==> src/rtl/frame_mem_arbiter.sv <==
// Frame memory arbiter: display reads always win the single RAM port,
// processor loads/stores wait in a one-entry slot for a free cycle.
module frame_mem_arbiter #(
    parameter int ADDR_W    = 14,
    parameter int DATA_W    = 8,
    parameter int MEM_DEPTH = 10003,
    parameter int WAIT_W    = 16
) (
    input  logic              vga_clk,
    input  logic              rst,
    input  logic              disp_req,
    input  logic [ADDR_W-1:0] disp_addr,
    output logic [DATA_W-1:0] disp_data,
    output logic              disp_valid,
    input  logic              cpu_valid,
    output logic              cpu_ready,
    input  logic              cpu_we,
    input  logic [ADDR_W-1:0] cpu_addr,
    input  logic [DATA_W-1:0] cpu_wdata,
    output logic [DATA_W-1:0] cpu_rdata,
    output logic              cpu_rvalid,
    output logic              cpu_err,
    output logic [WAIT_W-1:0] cpu_stall,
    output logic [ADDR_W-1:0] ram_addr,
    output logic              ram_we,
    output logic [DATA_W-1:0] ram_wdata,
    input  logic [DATA_W-1:0] ram_rdata
);

    typedef enum logic [1:0] {
        IDLE,
        PEND,
        RDWAIT
    } state_e;

    localparam logic [ADDR_W:0] LIMIT = (ADDR_W+1)'(MEM_DEPTH);

    state_e              state_q;
    logic                slot_we_q;
    logic                slot_oor_q;
    logic [ADDR_W-1:0]   slot_addr_q;
    logic [DATA_W-1:0]   slot_wdata_q;
    logic                disp_valid_q;
    logic [DATA_W-1:0]   cpu_rdata_q;
    logic                cpu_rvalid_q;
    logic                cpu_err_q;
    logic [WAIT_W-1:0]   cpu_stall_q;
    logic                addr_oor;

    assign addr_oor   = {1'b0, cpu_addr} >= LIMIT;
    assign cpu_ready  = (state_q == IDLE);
    assign disp_data  = ram_rdata;
    assign disp_valid = disp_valid_q;
    assign cpu_rdata  = cpu_rdata_q;
    assign cpu_rvalid = cpu_rvalid_q;
    assign cpu_err    = cpu_err_q;
    assign cpu_stall  = cpu_stall_q;
    assign ram_wdata  = slot_wdata_q;

    always_comb begin
        ram_addr = '0;
        ram_we   = 1'b0;
        if (disp_req) begin
            ram_addr = disp_addr;
        end else if (state_q == PEND) begin
            ram_addr = slot_addr_q;
            ram_we   = slot_we_q && !slot_oor_q;
        end
    end

    always_ff @(posedge vga_clk or negedge rst) begin
        if (!rst) begin
            state_q      <= IDLE;
            slot_we_q    <= 1'b0;
            slot_oor_q   <= 1'b0;
            slot_addr_q  <= '0;
            slot_wdata_q <= '0;
            disp_valid_q <= 1'b0;
            cpu_rdata_q  <= '0;
            cpu_rvalid_q <= 1'b0;
            cpu_err_q    <= 1'b0;
            cpu_stall_q  <= '0;
        end else begin
            disp_valid_q <= disp_req;
            cpu_rvalid_q <= 1'b0;
            unique case (state_q)
                IDLE: begin
                    if (cpu_valid) begin
                        slot_we_q    <= cpu_we;
                        slot_oor_q   <= addr_oor;
                        slot_addr_q  <= cpu_addr;
                        slot_wdata_q <= cpu_wdata;
                        cpu_stall_q  <= '0;
                        state_q      <= PEND;
                    end
                end
                PEND: begin
                    if (disp_req) begin
                        if (cpu_stall_q != '1)
                            cpu_stall_q <= cpu_stall_q + WAIT_W'(1);
                    end else begin
                        if (slot_oor_q)
                            cpu_err_q <= 1'b1;
                        state_q <= slot_we_q ? IDLE : RDWAIT;
                    end
                end
                RDWAIT: begin
                    // out-of-range reads return zero, RAM output ignored
                    cpu_rdata_q  <= slot_oor_q ? '0 : ram_rdata;
                    cpu_rvalid_q <= 1'b1;
                    state_q      <= IDLE;
                end
                default: state_q <= IDLE;
            endcase
        end
    end

endmodule

==> config.mk <==
export PLATFORM = sky130hd
export DESIGN_NAME = frame_mem_arbiter
export DESIGN_NICKNAME = d
export VERILOG_FILES = /design/src/rtl/frame_mem_arbiter.sv
export SDC_FILE = /design/constraint.sdc
export NUM_CORES = 1
export LEC_CHECK = 0
export CORE_ASPECT_RATIO = 2
export CORE_MARGIN = 2
export CORE_UTILIZATION = 44
export DETAILED_ROUTE_END_ITERATION = 16
export PLACE_DENSITY = 0.78
export REMOVE_ABC_BUFFERS = 1
export SYNTH_ARGS = -nofsm -noshare
export SYNTH_HDL_FRONTEND = slang
export SYNTH_SLANG_ARGS = --single-unit
==> constraint.sdc <==
create_clock -name vga_clk -period 2.28 [get_ports vga_clk]
set_input_delay 0.456 -clock vga_clk [delete_from_list [all_inputs] [get_ports vga_clk]]
set_output_delay 0.456 -clock vga_clk [all_outputs]
set_load 0.02 [all_outputs]
==> results.cfg <==
[critical_path]
arrival_ps = 1740
r2r_setup_slack_ps = 370
cp-end-kind = output port
path_max_fanout = 11
r2r-end = cpu_stall[0]
r2r_start = cpu_stall[1]
cp.required_ps = 1820
critPathLaunchType = primary input
reg2regPathDepth = 5
path_class = primary input to output port

[global_routing]
grt_antenna_before_repair = 0
grtUsageTotal_pct = 22.7
grt_start_max_net_pins = 27
grt_pass1_wl_mm = 12.0
grt_pass1_vias = 2574
grt_overflow = 0

[clock_tree]
path_clk_slew_ps = 70
cts_sinks = 53
cts_tree = built
cts_buffers = 5
h-tree-depth = 2
cts_buffer_depth = 2
post-cts-setup-buffers = 0
clk_latency_ps = 290
root_buffer = clkbuf_16

[power]
powerDensity_nw_per_um2 = 1040
peakVddDrop_mv = 0.601
p_total_w = 0.00419
p_leak_nw = 1.73

[drt]
vias = 2509
vias_per_cell = 5.55
ant_nets = 0
drc_errors = 0
drt_iter0_drc = 91
first_pass_iters = 5
drt-total-wl_mm = 7.39
wl_per_cell_um = 16.3

[floorplanning]
placementRows = 40
core_um2 = 6010
die_y_um = 115
die_x_um = 59.7
io_pins = 108
die_area_um2 = 6880
initial_core_util_pct = 45.4

[cells_and_area]
final_layout_size_suffix_gt1_share_pct = 15.4
area_delta_synth_final_pct = 47.7
final_common_cell = clkdlybuf4s50_1
diodes = 0
num-fill-cells = 507
layout_common_cells = 91 x clkdlybuf4s50_1, 53 x dfrtp_1, 47 x nand2_1
finalNetCount = 439
final_area_um2 = 4030

[yosys]
yosysSeqAreaShare_pct = 48.6
ys_warn_count = 0
synth_area_leaders = dfrtp_1 49%, mux2_2 9.5%, nand2_1 6.5%
yosysTopAreaCellShare_pct = 48.6
syn_area_um2 = 2730
post_synth_num_cell_types = 44
synthFlopType = dfrtp_1
syn_area_per_cell_um2 = 9.85
synth_cells = 277
synth_edf_count = 0
synth-seq-cells = 53
synth_top_area_cell = dfrtp_1
async_flop_share_pct = 100

[outcome]
run_status = finished, final reports clean

[timing]
setup_slack_ps = 86.6
fmax_ghz = 0.456
worst_slew_pin_slew_ps = 580
skew_ps = 4.87
final.min_clock_period_ps = 2190
hold_viol = 0
setup-tns-final_ps = 0
fin_crit_sh_pct = 96.2
setup_viol = 0
rsz0062_at_grt = false
whs_ps = 159
finalMaxSlewViolations = 0
relSlewSlack_pct = 61.3

[placed_design]
dp_slack_ps = -226
place_area_um2 = 3910
routabilityCongestion = 0.849
io_buffers = 107
hpwl_mm = 5.77

[run]
maxCapViolCount = 0

[hold_path]
hold_class = primary input to asynchronous set/reset pin
logic make-up after synthesis:
kind of cell,Yosys count,synth area share (%)
adders and majority gates,1,0.459
DFF,53,48.6
muxes,27,11.0
and+or+nand+nor,104,19.2
buffers and inverters,37,7.48
AOI/OAI and AO/OA,55,13.3
area by class of cell:
class                   instances  area (um^2)  area share, %
multi-input cells             187         1200           29.8
well taps                      63         78.8           1.96
clock inverters                 1         8.76          0.217
inverters                      12         45.0           1.12
flip-flops and latches         53         1330           32.9
repair buffers                130         1240           30.8
clock buffers                   6          129           3.20
repair_timing:
action | CTS | global route
gates resized for setup | 15 | 8
pin swaps | 0 | 0
hold buffers | 0 | 0
endpoints found under the setup margin | 15 | 4
state kept, by name, summed over array words and instances (netlist names):
signal and count:
slot_addr_q 14, cpu_stall 16, cpu_rvalid 1, state_q 2, ram_wdata 8, cpu_rdata 8, disp_valid 1, cpu_err 1
slot_we_q 1, slot_oor_q 1
report_power, final:
part	internal (W)	switching [W]	leakage [nW]	total (W)
logic	0.000971	0.000936	1.01	0.00191
registers	0.00129	0.000258	0.661	0.00155
clock network	0.000404	0.000329	0.0669	0.000733
synth_stat cells, types with 6 or more instances:
cell type / n
dfrtp_1: 53
clkbuf_1: 9
o21ai_0: 27
and3_1: 7
buf_4: 8
nand3_1: 7
nor2_1: 10
inv_1: 10
nand4_1: 6
nand2b_1: 11
nand2_1: 47
mux2_2: 23
worst max-delay path by stage:
stage / startpoint / end / cells after the start
2_1_floorplan: state_q[0] / ram_addr[0] / 3
3_3_place_gp: disp_req / ram_we / 4
3_5_place_dp: disp_req / ram_addr[10] / 6
4_1_cts: disp_req / ram_addr[10] / 6
5_1_grt: disp_req / ram_addr[9] / 6
6_report: disp_req / ram_addr[1] / 5
metrics by stage:
| step | utilization, % | std cells |
|---|---|---|
| 6_report | 67.1 | 452 |
| 5_1_grt | 67.1 | 452 |
| 4_1_cts | 67.1 | 452 |
| 3_5_place_dp | 65.2 | 445 |
| 3_3_place_gp | 65.2 | 445 |
| 2_1_floorplan | - | 252 |
metal layers:
layer	vias to the layer above	global-route usage, %	part of all wire (%)
li1	1197	-	-
met1	1229	24.6	35
met2	70	42.2	60
met3	13	2.81	3.0
met4	0	9.63	2.2
met5	-	0	0
critical path, stage by stage:
cell and delay, ps:
clkdlybuf4s50_1 400, buf_4 180, buf_4 160, o21ai_0 180, dlygate4sd2_1 360
(Power assumes the default switching activity.)
